## config.mk

```make
export PLATFORM = sky130hd
export DESIGN_NAME = y_rr_arbiter_hold
export DESIGN_NICKNAME = d
export VERILOG_FILES = /design/src/rtl/y_arb_pkg.sv /design/src/rtl/rr_priority_pick.sv /design/src/rtl/y_rr_arbiter_hold.sv
export SDC_FILE = /design/constraint.sdc
export NUM_CORES = 1
export LEC_CHECK = 0
export BUFFER_PORTS_ARGS = -buffer_cell sky130_fd_sc_hd__buf_2
export CORE_MARGIN = 1
export CORE_UTILIZATION = 53
export DETAILED_ROUTE_END_ITERATION = 7
export GPL_ROUTABILITY_DRIVEN = 1
export MAX_ROUTING_LAYER = met4
export PLACE_DENSITY = 0.77
export SLEW_MARGIN = 10
export SYNTH_ARGS = -nofsm -noshare
export SYNTH_HDL_FRONTEND = slang
export SYNTH_SLANG_ARGS = --single-unit
```

## constraint.sdc

```tcl
create_clock -name clk_i -period 6.45 [get_ports clk_i]
set_input_delay 1.29 -clock clk_i [delete_from_list [all_inputs] [get_ports clk_i]]
set_output_delay 1.29 -clock clk_i [all_outputs]
set_load 0.02 [all_outputs]
```

## src/rtl/y_arb_pkg.sv

```systemverilog
// Shared types and helpers for the row (Y) round-robin arbiter.
package y_arb_pkg;

  typedef enum logic {
    IDLE  = 1'b0,
    GRANT = 1'b1
  } arb_state_e;

  localparam int unsigned ARB_MAX_WIDTH = 64;
  localparam int unsigned ARB_IDX_W     = $clog2(ARB_MAX_WIDTH);

  // Index of the set bit of a one-hot vector; zero for an all-zero vector.
  function automatic logic [ARB_IDX_W-1:0] rr_onehot2idx(input logic [ARB_MAX_WIDTH-1:0] onehot);
    logic [ARB_IDX_W-1:0] idx;
    idx = '0;
    for (int unsigned i = 0; i < ARB_MAX_WIDTH; i++) begin
      if (onehot[i]) idx = idx | ARB_IDX_W'(i);
    end
    return idx;
  endfunction

endpackage

```

## src/rtl/rr_priority_pick.sv

```systemverilog
// Combinational round-robin pick: first request at or after ptr, wrapping modulo WIDTH.
module rr_priority_pick
  import y_arb_pkg::*;
#(
  parameter int unsigned WIDTH   = 8,
  parameter int unsigned Y_WIDTH = $clog2(WIDTH)
) (
  input  logic [WIDTH-1:0]   req,
  input  logic [Y_WIDTH-1:0] ptr,
  output logic [WIDTH-1:0]   winner,
  output logic [Y_WIDTH-1:0] index,
  output logic               any_valid
);

  logic [2*WIDTH-1:0] dbl_req;
  logic [2*WIDTH-1:0] sel;
  logic               found;

  assign dbl_req = {req, req};

  // Lower copy masked below ptr, upper copy unmasked: a plain low-first
  // priority scan over the doubled vector then yields the rotated order.
  always_comb begin
    sel   = '0;
    found = 1'b0;
    for (int unsigned j = 0; j < 2 * WIDTH; j++) begin
      if (!found && dbl_req[j] && (j >= 32'(ptr))) begin
        sel[j] = 1'b1;
        found  = 1'b1;
      end
    end
  end

  assign winner    = sel[WIDTH-1:0] | sel[2*WIDTH-1:WIDTH];
  assign index     = Y_WIDTH'(rr_onehot2idx(ARB_MAX_WIDTH'(winner)));
  assign any_valid = |req;

endmodule

```

## src/rtl/y_rr_arbiter_hold.sv

```systemverilog
// Row round-robin arbiter with registered grant, valid/ack handshake and bounded burst hold.
module y_rr_arbiter_hold
  import y_arb_pkg::*;
#(
  parameter int unsigned WIDTH    = 8,
  parameter int unsigned Y_WIDTH  = $clog2(WIDTH),
  parameter int unsigned HOLD_MAX = 4
) (
  input  logic               clk_i,
  input  logic               reset_i,
  input  logic               enable_i,
  input  logic [WIDTH-1:0]   req_i,
  input  logic               ack_i,
  output logic [WIDTH-1:0]   gnt_o,
  output logic [Y_WIDTH-1:0] yadd_o,
  output logic               gnt_valid_o
);

  localparam int unsigned HOLD_W = $clog2(HOLD_MAX + 1);

  arb_state_e         state_q, state_n;
  logic [Y_WIDTH-1:0] ptr_q, ptr_n;
  logic [HOLD_W-1:0]  hold_q, hold_n;
  logic [WIDTH-1:0]   gnt_q, gnt_n;
  logic [Y_WIDTH-1:0] yadd_q, yadd_n;

  logic [Y_WIDTH-1:0] after_g;
  logic [Y_WIDTH-1:0] pick_ptr;
  logic [WIDTH-1:0]   pick_onehot;
  logic [Y_WIDTH-1:0] pick_idx;
  logic               pick_any;
  logic               req_g;
  logic               burst_ok;

  assign after_g  = (32'(yadd_q) == WIDTH - 1) ? '0 : yadd_q + Y_WIDTH'(1);
  assign req_g    = req_i[yadd_q];
  assign burst_ok = (32'(hold_q) + 32'd1) < HOLD_MAX;

  // Re-arbitration after a release starts just past the released row, so the
  // single picker serves both the IDLE grant and the no-bubble hand-over.
  assign pick_ptr = (state_q == GRANT) ? after_g : ptr_q;

  rr_priority_pick #(
    .WIDTH   (WIDTH),
    .Y_WIDTH (Y_WIDTH)
  ) u_pick (
    .req       (req_i),
    .ptr       (pick_ptr),
    .winner    (pick_onehot),
    .index     (pick_idx),
    .any_valid (pick_any)
  );

  always_comb begin
    state_n = state_q;
    ptr_n   = ptr_q;
    hold_n  = hold_q;
    gnt_n   = gnt_q;
    yadd_n  = yadd_q;
    unique case (state_q)
      IDLE: begin
        if (enable_i && pick_any) begin
          state_n = GRANT;
          gnt_n   = pick_onehot;
          yadd_n  = pick_idx;
          hold_n  = '0;
        end else begin
          gnt_n  = '0;
          yadd_n = '0;
        end
      end
      GRANT: begin
        if (ack_i && req_g && enable_i && burst_ok) begin
          hold_n = hold_q + HOLD_W'(1);
        end else if (ack_i || !req_g) begin
          ptr_n  = after_g;
          hold_n = '0;
          if (enable_i && pick_any) begin
            gnt_n  = pick_onehot;
            yadd_n = pick_idx;
          end else begin
            state_n = IDLE;
            gnt_n   = '0;
            yadd_n  = '0;
          end
        end
      end
      default: begin
        state_n = IDLE;
        gnt_n   = '0;
        yadd_n  = '0;
      end
    endcase
  end

  always_ff @(posedge clk_i) begin
    if (reset_i) begin
      state_q <= IDLE;
      ptr_q   <= '0;
      hold_q  <= '0;
      gnt_q   <= '0;
      yadd_q  <= '0;
    end else begin
      state_q <= state_n;
      ptr_q   <= ptr_n;
      hold_q  <= hold_n;
      gnt_q   <= gnt_n;
      yadd_q  <= yadd_n;
    end
  end

  assign gnt_o       = gnt_q;
  assign yadd_o      = yadd_q;
  assign gnt_valid_o = (state_q == GRANT);

endmodule

```

* Word level (Yosys, flattened, before mapping)
Index checks and enable logic that the tools add are counted.
** Word-level totals
- Register bits :: 18
- Output and inout bits :: 12
- Logic and storage cells :: 129
** Operators by class
- $add $sub $neg :: 3
- Magnitude comparators :: 9
- Equality and inequality tests :: 5
- Multiplexer cells :: 57
- Bitwise operators :: 3
- Reduce and logical (&&, ||, !) cells :: 47
** Operators with widths (count)
- 3-bit 2-to-1 mux :: 12
- 1-bit 2-to-1 mux :: 35
- 1-bit logical AND :: 26
- 8-bit 2-to-1 mux :: 3
- 1-bit logical NOT :: 16
- 8-bit case mux with 2 select lines :: 1
- 3-bit case mux with 2 select lines :: 2
- 3-bit greater-or-equal comparator (first input constant) :: 3
- 8-bit bitwise OR :: 1
- 8-bit OR reduction :: 1
- 3-bit by 1-bit adder with 3-bit output (second input constant) :: 2
- 1-bit by 3-bit greater-or-equal comparator with 1-bit output (first input constant) :: 2
- 2-bit by 3-bit greater-or-equal comparator with 1-bit output (first input constant) :: 2
- 3-bit by 1-bit adder with 4-bit output (second input constant) :: 1
- 3-bit by 4-bit less-than comparator with 1-bit output (second input constant) :: 1
- 4-bit by 3-bit less-than comparator with 1-bit output (second input constant) :: 1
- 2-bit 2-to-1 mux :: 2
- 2-bit != test (second input constant) :: 2
- 2-bit AND reduction :: 2
- 1-bit binary-select mux with 3-bit select :: 1
- 3-bit equality test (second input constant) :: 1
- 3-bit by 1-bit != test with 1-bit output (second input constant) :: 1
- 3-bit AND reduction :: 1
- 2-bit by 1-bit != test with 1-bit output (second input constant) :: 1
- 3 further kinds :: 4

* Longest topological paths before layout
Gate-level depths: netlist (run 1).
- Word-level depth :: 69
- Gate-level depth with buffers :: 8

* Modules after synthesis
A second synthesis (run 1) with hierarchy kept.
** Second synthesis, totals
- Cells, all modules :: 173
- Area total of the unflattened synthesis :: 1446.4 um^2
** By module, submodules not included
- y_rr_arbiter_hold :: instances 1, cells an instance 108, area an instance 1022.2 um^2, sequential area each 360.3 um^2
- rr_priority_pick :: instances 1, cells an instance 65, area an instance 424.2 um^2, sequential area each 0.0 um^2

* Worst setup path after synthesis (run 1)
Ideal clock, no wire load.
- Path kind :: input port to flip-flop
- Start point :: in enable_i
- End point :: reg yadd_q[2] (netlist: yadd_o[2])
- Library setup time :: 0.091 ns
- Arrival time :: 2.626 ns
- Path slack :: 3.734 ns
- Stages :: 7
- Buffers on the path :: 1
- Cells stage by stage :: and2_1 a311oi_1 nor4b_4 nor2b_1 buf_2 nand3_1 a311oi_1
** Between the ends
- Cells in the longest elaborated chain, start to end :: 5
** RTL lines
- start, declared :: line y_rr_arbiter_hold.sv:11 : input logic enable_i,
- 1-bit logical AND :: line y_rr_arbiter_hold.sv:62, y_rr_arbiter_hold.sv:78
- 3-bit 2-to-1 mux :: line y_rr_arbiter_hold.sv:62, y_rr_arbiter_hold.sv:78
- 3-bit 2-to-1 mux :: line y_rr_arbiter_hold.sv:75 : end else if (ack_i || !req_g) begin
- 3-bit 2-to-1 mux :: line y_rr_arbiter_hold.sv:73 : if (ack_i && req_g && enable_i && burst_ok) begin
- 3-bit case mux with 2 select lines :: line y_rr_arbiter_hold.sv:60 : unique case (state_q)
- end signal, assigned :: line y_rr_arbiter_hold.sv:108 : yadd_q <= yadd_n;
- end, declared :: line y_rr_arbiter_hold.sv:25 : logic [Y_WIDTH-1:0] yadd_q, yadd_n;
Several ways; a longest one is shown, not always the timed one. The select of a mux whose other input is x is not followed.
A chain may end at the register's enable or synchronous reset.

* Final worst setup path (run 1)
Same ends and word-level chain as after synthesis.

==> results of run 1 <==
==> cell usage in the layout, fill, tap and decap left out, drive strengths merged, types with 4 or more instances in the layout <==
cell	netlist	final
inv	7	7
nor3	4	4
a31oi	4	4
a311oi	4	4
nand2	16	16
o21ai	5	5
nand2b	4	4
nor2	19	19
nor4	4	4
nand3	5	5
buf	4	23
nand3b	4	4
dfxtp	18	18
mux2i	4	4
a21oi	9	9
==> layout make-up <==
class / count / area, µm² / area share
Multi-Input combinational cell: 122 / 888 / 0.614
Sequential cell: 18 / 360 / 0.249
Timing Repair Buffer: 23 / 115 / 0.0795
Tap cell: 28 / 35.0 / 0.0242
Inverter: 7 / 26.3 / 0.0182
Clock buffer: 3 / 22.5 / 0.0156
==> worst max path at each step <==
stage / to / startpoint / slack, ns
after floorplan: yadd_o[2] / enable_i / 3.73
after global placement: yadd_o[2] / enable_i / 3.14
after detailed placement: yadd_o[2] / enable_i / 3.05
after CTS: yadd_o[2] / enable_i / 3.29
after global routing: yadd_o[2] / enable_i / 3.11
final: yadd_o[2] / enable_i / 3.29
==> stage by stage <==
step,instance area (µm²),hold slack [ns]
5_1_grt,1450,0.472
3_3_place_gp,1430,0.440
2_1_floorplan,1300,0.505
3_5_place_dp,1430,0.443
4_1_cts,1450,0.456
6_report,1450,0.453
==> report_power, final <==
| part | internal (mW) | switching (mW) |
|---|---|---|
| logic | 0.0226 | 0.0364 |
| clock network | 0.0217 | 0.0324 |
| registers | 0.115 | 0.00600 |
==> worst min-delay path: stages (launching register included) <==
cell and delay [ns]:
dfxtp_1 0.32, nand2_1 0.05, a21oi_1 0.05
==> layer usage <==
layer  up-vias  global-route usage  wire length [µm]
met5         -                   -                 0
met4         0              0.0676                23
met3         4              0.0175               213
met2        48               0.377              1370
met1       569               0.379              1470
li1        611                   -                 -
==> flip-flops by register name, indices dropped and copies added, names as in the netlist <==
signal and cells:
gnt_o 8, ptr_q 3, hold_q 3, gnt_valid_o 1, yadd_o 3
==> cells by family after synthesis <==
| kind of cell | Yosys count | synth area share |
|---|---|---|
| multiplexers | 8 | 0.0741 |
| flip-flops | 18 | 0.277 |
| AO/OA/AOI/OAI | 39 | 0.247 |
| AND/OR/NAND/NOR | 72 | 0.333 |
| adder cells (fa/ha/maj) | 3 | 0.0289 |
| buffers and inverters | 12 | 0.0395 |
==> flow_metrics.env, run 1 <==
export IMPL_synth_top_flop_cell="dfxtp_1"
export IMPL_maxCapViolations=0
export IMPL_endpoint_kind="flop"
export IMPL_final_hold_viol_count=0
export IMPL_die_height_um=51.5
export IMPL_gp_congestion=1.01
export IMPL_worstMarginPinSlew_ns=0.772
export IMPL_synthTopCellsByCount="dfxtp_1, nor2_1, nand2_1, a21oi_1, inv_1"
export IMPL_die_area_um2=2650
export IMPL_start_kind="input port"
export IMPL_clock_path_buffers=2
export IMPL_synthesis_area_um2=1300
export IMPL_ys_seq_area_frac=0.277
export IMPL_critPathArrivalTime_ns=3.34
export IMPL_post_route_period_util=0.489
export IMPL_post_route_util=0.642
export IMPL_synth_area_leaders="dfxtp_1, nor2_1, nand2_1, nor4_4, a21oi_1"
export IMPL_setup_viol=0
export IMPL_final_nets=190
export IMPL_synth_avg_cell_area_um2=8.55
export IMPL_synth_warning_count=0
export IMPL_path_depth=7
export IMPL_route_vias_total=1232
export IMPL_root_buffer="clkbuf_4"
export IMPL_crit_buf_inv=1
export IMPL_synth_seq_cells=18
export IMPL_syn_to_final_growth_pct=11.4
export IMPL_hold_end="gnt_o[2]"
export IMPL_grt_pass1_wl_um=4970
export IMPL_io_buffers=23
export IMPL_final_cells=201
export IMPL_fmax_ghz=0.317
export IMPL_h_tree_depth=1
export IMPL_post_route_drc_count=0
export IMPL_totalWireLength_um=3080
export IMPL_crit_path_max_fanout=16
export IMPL_path_class="input port to flop"
export IMPL_relSlewSlack=0.483
export IMPL_ctsHoldBuffers=0
export IMPL_antenna_found_initial=0
export IMPL_dpl_worst_slack_ns=3.05
export IMPL_gr_total_overflow=0
export IMPL_slowest_stage="nor2b_1"
export IMPL_grt_pass1_vias=1045
export IMPL_async_flop_share=0
export IMPL_clkTransAtPathRegs_ns=0.09
export IMPL_crit_chain="buf_2 > and2_1 > a311oi_1 > nor4b_4 > nor2b_1 > nand3_1 > a311oi_1"
export IMPL_outcome="completed"
export IMPL_drive_gt1_frac=0.249
export IMPL_hpwl_um=2380
export IMPL_rows=17
export IMPL_postSynthCellCount=152
export IMPL_required_ns=6.64
export IMPL_dr_pass1_iters=4
export IMPL_viasPerCell=6.13
export IMPL_min_path_type="flop to flop"
export IMPL_irDropWorstVdd_uv=154
export IMPL_finalPower_uw=234
export IMPL_synth_top_area_frac=0.277
export IMPL_rsz0062_at_grt="false"
export IMPL_crit_reg2reg_launch="hold_q[0]"
export IMPL_syn_nets=167
export IMPL_skew_ns=0.00676
export IMPL_netlist_top_cell_by_area="dfxtp_1"
export IMPL_insertedDiodeCount=0
export IMPL_grt_max_degree=19
export IMPL_post_cts_buffers=0
export IMPL_fp_coreArea_um2=2250
export IMPL_p_per_area_nw_per_um2=162
export IMPL_reg2reg_slack_ns=3.86
export IMPL_tritoncts="done"
export IMPL_cts_sinks=18
export IMPL_worstHoldStart="gnt_o[2]"
export IMPL_io_pin_count=24
export IMPL_ant_nets=0
export IMPL_initial_core_util=0.577
export IMPL_drtIter0Drc=56
export IMPL_synth_edf_count=0
export IMPL_n_fill_cell=201
export IMPL_critPathMaxStageDelay_ns=0.55
export IMPL_numCtsBuffers=3
export IMPL_worstSkewPairLatency_ns=0.29
export IMPL_p_leak_nw=0.543
export IMPL_ctsResizeCount=0
export IMPL_setup_tns_final_ns=0
export IMPL_cpMostUsedCell="a311oi_1"
export IMPL_dp_cells=198
export IMPL_post_drt_wl_per_cell_um=15.3
export IMPL_hold_path_depth=2
export IMPL_slew_viol_final=0
export IMPL_r2r_cells=7
export IMPL_die_w_um=51.5
export IMPL_r2r_end="yadd_o[1]"
export IMPL_track_usage=0.256
export IMPL_synth_cell_types=53
export IMPL_fin_crit_ns=3.16
export IMPL_crit_family="simple AND/OR/NAND/NOR gates"
export IMPL_finalWorstSetupSlack_ns=3.29
(Power assumes the default switching activity.)
==> inputs of run 2 (changes only) <==
ABC_AREA = 1   (was unset)
CORE_UTILIZATION = 49   (was 53)
PLACE_DENSITY = 0.74   (was 0.77)
clock period = 2.7 ns   (was 6.45 ns; I/O delays follow)
==> run 2 against run 1 <==
Compared with the run above:
- synthesized area rose by 1.1%
- register-to-register slack got worse by 3.4 ns
- sequential share of layout area shrank 0.26 points
- highest routed layer unchanged
- synthesized cell count up 28%
- critical path type is now flop to flop
- clock power increased by 140%
- final area is 1.0% higher
- total power rose to 2.7 times the previous value
- utilization fell by 5.7 points
- sequential power grew 140%
- non-clock buffer count is 3 higher
==> flow_metrics.env, run 2 <==
export IMPL_hold_path_depth=2
export IMPL_crit_chain="ha_1 > ha_1 > inv_1 > nand2_2 > nand2_2 > inv_2 > nand2_1 > nand2_1 > nand4_4 > nor2_8 > nand4_1 > nand2_1 > inv_1 > nand2_1 > nand2_1 > a21oi_1"
export IMPL_critPathMaxStageDelay_ns=0.39
export IMPL_drtIter0Drc=23
export IMPL_grt_pass1_vias=1183
export IMPL_post_route_drc_count=0
export IMPL_syn_to_final_growth_pct=11.3
export IMPL_h_tree_depth=1
export IMPL_slowest_stage="dfxtp_1"
export IMPL_syn_nets=210
export IMPL_required_ns=2.92
export IMPL_cts_sinks=18
export IMPL_crit_reg2reg_launch="yadd_o[1]"
export IMPL_mostFrequentLayoutCells="nand2_1, inv_1, buf_2"
export IMPL_root_buffer="clkbuf_4"
export IMPL_ant_nets=0
export IMPL_r2r_end="yadd_o[1]"
export IMPL_fin_crit_ns=2.27
export IMPL_worstSkewPairLatency_ns=0.29
export IMPL_finalPower_uw=634
export IMPL_dp_cells=245
export IMPL_synth_cell_types=29
export IMPL_final_cells=248
export IMPL_setup_viol=0
export IMPL_synthesis_area_um2=1310
export IMPL_clock_path_buffers=2
export IMPL_wl_met2_um=1470
export IMPL_io_buffers=23
export IMPL_worstMarginPinSlew_ns=0.324
export IMPL_p_leak_nw=0.724
export IMPL_synth_avg_cell_area_um2=6.74
export IMPL_relSlewSlack=0.782
export IMPL_post_route_period_util=0.840
export IMPL_synth_area_leaders="dfxtp_1, nand2_1, a21oi_1, inv_1, nor2_1"
export IMPL_route_vias_total=1309
export IMPL_r2r_cells=16
export IMPL_crit_path_max_fanout=8
export IMPL_fp_coreArea_um2=2500
export IMPL_synthTopCellsByCount="nand2_1, inv_1, a21oi_1, dfxtp_1, nor2_1"
export IMPL_dr_pass1_iters=4
export IMPL_wl_met3_um=139
export IMPL_skew_ns=0.00767
export IMPL_die_area_um2=2890
export IMPL_gr_total_overflow=0
export IMPL_io_pin_count=24
export IMPL_numCtsBuffers=3
export IMPL_p_int_uw=400
export IMPL_synth_most_common_cell="nand2_1"
export IMPL_track_usage=0.240
export IMPL_worstHoldStart="ptr_q[2]"
export IMPL_grt_max_degree=17
export IMPL_viasPerCell=5.28
export IMPL_antenna_found_initial=0
export IMPL_outcome="completed"
export IMPL_hold_end="ptr_q[2]"
export IMPL_drive_gt1_frac=0.257
export IMPL_synth_edf_count=0
export IMPL_fmax_ghz=0.441
export IMPL_pwr_share_seq=0.455
export IMPL_rsz0062_at_grt="false"
export IMPL_async_flop_share=0
export IMPL_start_kind="flop"
export IMPL_ctsResizeCount=0
export IMPL_ctsHoldBuffers=0
export IMPL_post_cts_buffers=0
export IMPL_cpMostUsedCell="nand2_1"
export IMPL_synth_warning_count=0
export IMPL_final_common_cell="nand2_1"
export IMPL_p_comb_frac=0.340
export IMPL_critPathArrivalTime_ns=2.49
export IMPL_die_height_um=53.8
export IMPL_grt_pass1_wl_um=4910
export IMPL_m1WireLength_um=1440
export IMPL_path_class="flop to flop"
export IMPL_p_switching_uw=234
export IMPL_synth_top_flop_cell="dfxtp_1"
export IMPL_irDropWorstVdd_uv=346
export IMPL_switching_share=0.369
export IMPL_maxCapViolations=0
export IMPL_synth_top_area_frac=0.274
export IMPL_post_route_util=0.585
export IMPL_clkTransAtPathRegs_ns=0.10
export IMPL_postSynthCellCount=195
export IMPL_reg2reg_slack_ns=0.43
export IMPL_insertedDiodeCount=0
export IMPL_highest_layer="met4"
export IMPL_min_path_type="flop to flop"
export IMPL_netlist_top_cell_by_area="dfxtp_1"
export IMPL_slew_viol_final=0
export IMPL_setup_tns_final_ns=0
export IMPL_hpwl_um=2510
export IMPL_synth_seq_cells=18
export IMPL_final_hold_viol_count=0
export IMPL_tritoncts="done"
export IMPL_die_w_um=53.8
export IMPL_initial_core_util=0.526
export IMPL_final_nets=235
export IMPL_gp_congestion=0.882
export IMPL_worstSetupStartpoint="yadd_o[1]"
export IMPL_largest_register_ffs=8
export IMPL_clkPwrFrac=0.205
export IMPL_p_per_area_nw_per_um2=433
export IMPL_ys_seq_area_frac=0.274
export IMPL_totalWireLength_um=3080
export IMPL_post_drt_wl_per_cell_um=12.4
export IMPL_rows=18
export IMPL_endpoint_kind="flop"
## run 2: cell types whose count changed in the layout (fill, tap and decap cells not counted), moves of 7 or more
| cell | before | now |
|---|---|---|
| inv_1 | 7 | 23 |
| nand2_1 | 16 | 53 |
| a21oi_1 | 8 | 21 |
| nand2_2 | 0 | 7 |
## run 2: worst max-delay path by stage
stage | slack [ns] | depth (start not counted) | to
final | 0.43 | 16 | yadd_o[1]
after global routing | 0.25 | 16 | yadd_o[1]
after CTS | 0.45 | 16 | yadd_o[1]
after detailed placement | 0.47 | 16 | yadd_o[1]
after global placement | 0.55 | 16 | yadd_o[2]
after floorplan | 0.62 | 16 | yadd_o[2]
## run 2: layout make-up
cell class,count,area [µm²]
clock buffer,3,22.5
fill,253,1040
inverter,27,101
multi-input combinational,144,803
sequential,18,360
tap,30,37.5
timing repair buffer,26,138
## run 2: through the flow
step / cell area [µm²] / setup slack, ns / hold slack [ns]
after floorplan: 1310 / 0.624 / 0.429
after CTS: 1460 / 0.450 / 0.463
after global placement: 1440 / 0.545 / 0.443
after detailed placement: 1440 / 0.471 / 0.449
final: 1460 / 0.432 / 0.462
after global routing: 1460 / 0.248 / 0.489
## run 2: worst max-delay path: cells and delay by family, from the launching register on
family	cells	cell delay, ns
flip-flops	1	0.39
AO/OA/AOI/OAI	1	0.12
AND/OR/NAND/NOR	10	0.96
adder cells (fa/ha/maj)	2	0.51
buffers and inverters	3	0.20
## run 2: logic make-up after synthesis
kind of cell,Yosys count,synth area share
buf+inv,33,0.114
fa+ha+maj,3,0.0286
simple gates,104,0.415
compound gates,37,0.168
flops,18,0.274
## run 2: power groups by stage
| stage | Clock [mW] | Sequential (mW) | Combinational (mW) |
|---|---|---|---|
| global route | 0.144 | 0.290 | 0.240 |
| global placement | 0 | 0.294 | 0.208 |
| detailed placement | 0 | 0.294 | 0.213 |
| floorplan | 0 | 0.303 | 0.156 |
| finish | 0.130 | 0.288 | 0.215 |
| CTS | 0.133 | 0.288 | 0.215 |
## run 2: routing by layer
metal | vias up | GRT usage
met3 | 4 | 0.0254
li1 | 681 | -
met2 | 29 | 0.397
met5 | - | -
met1 | 595 | 0.308
met4 | 0 | 0.0658
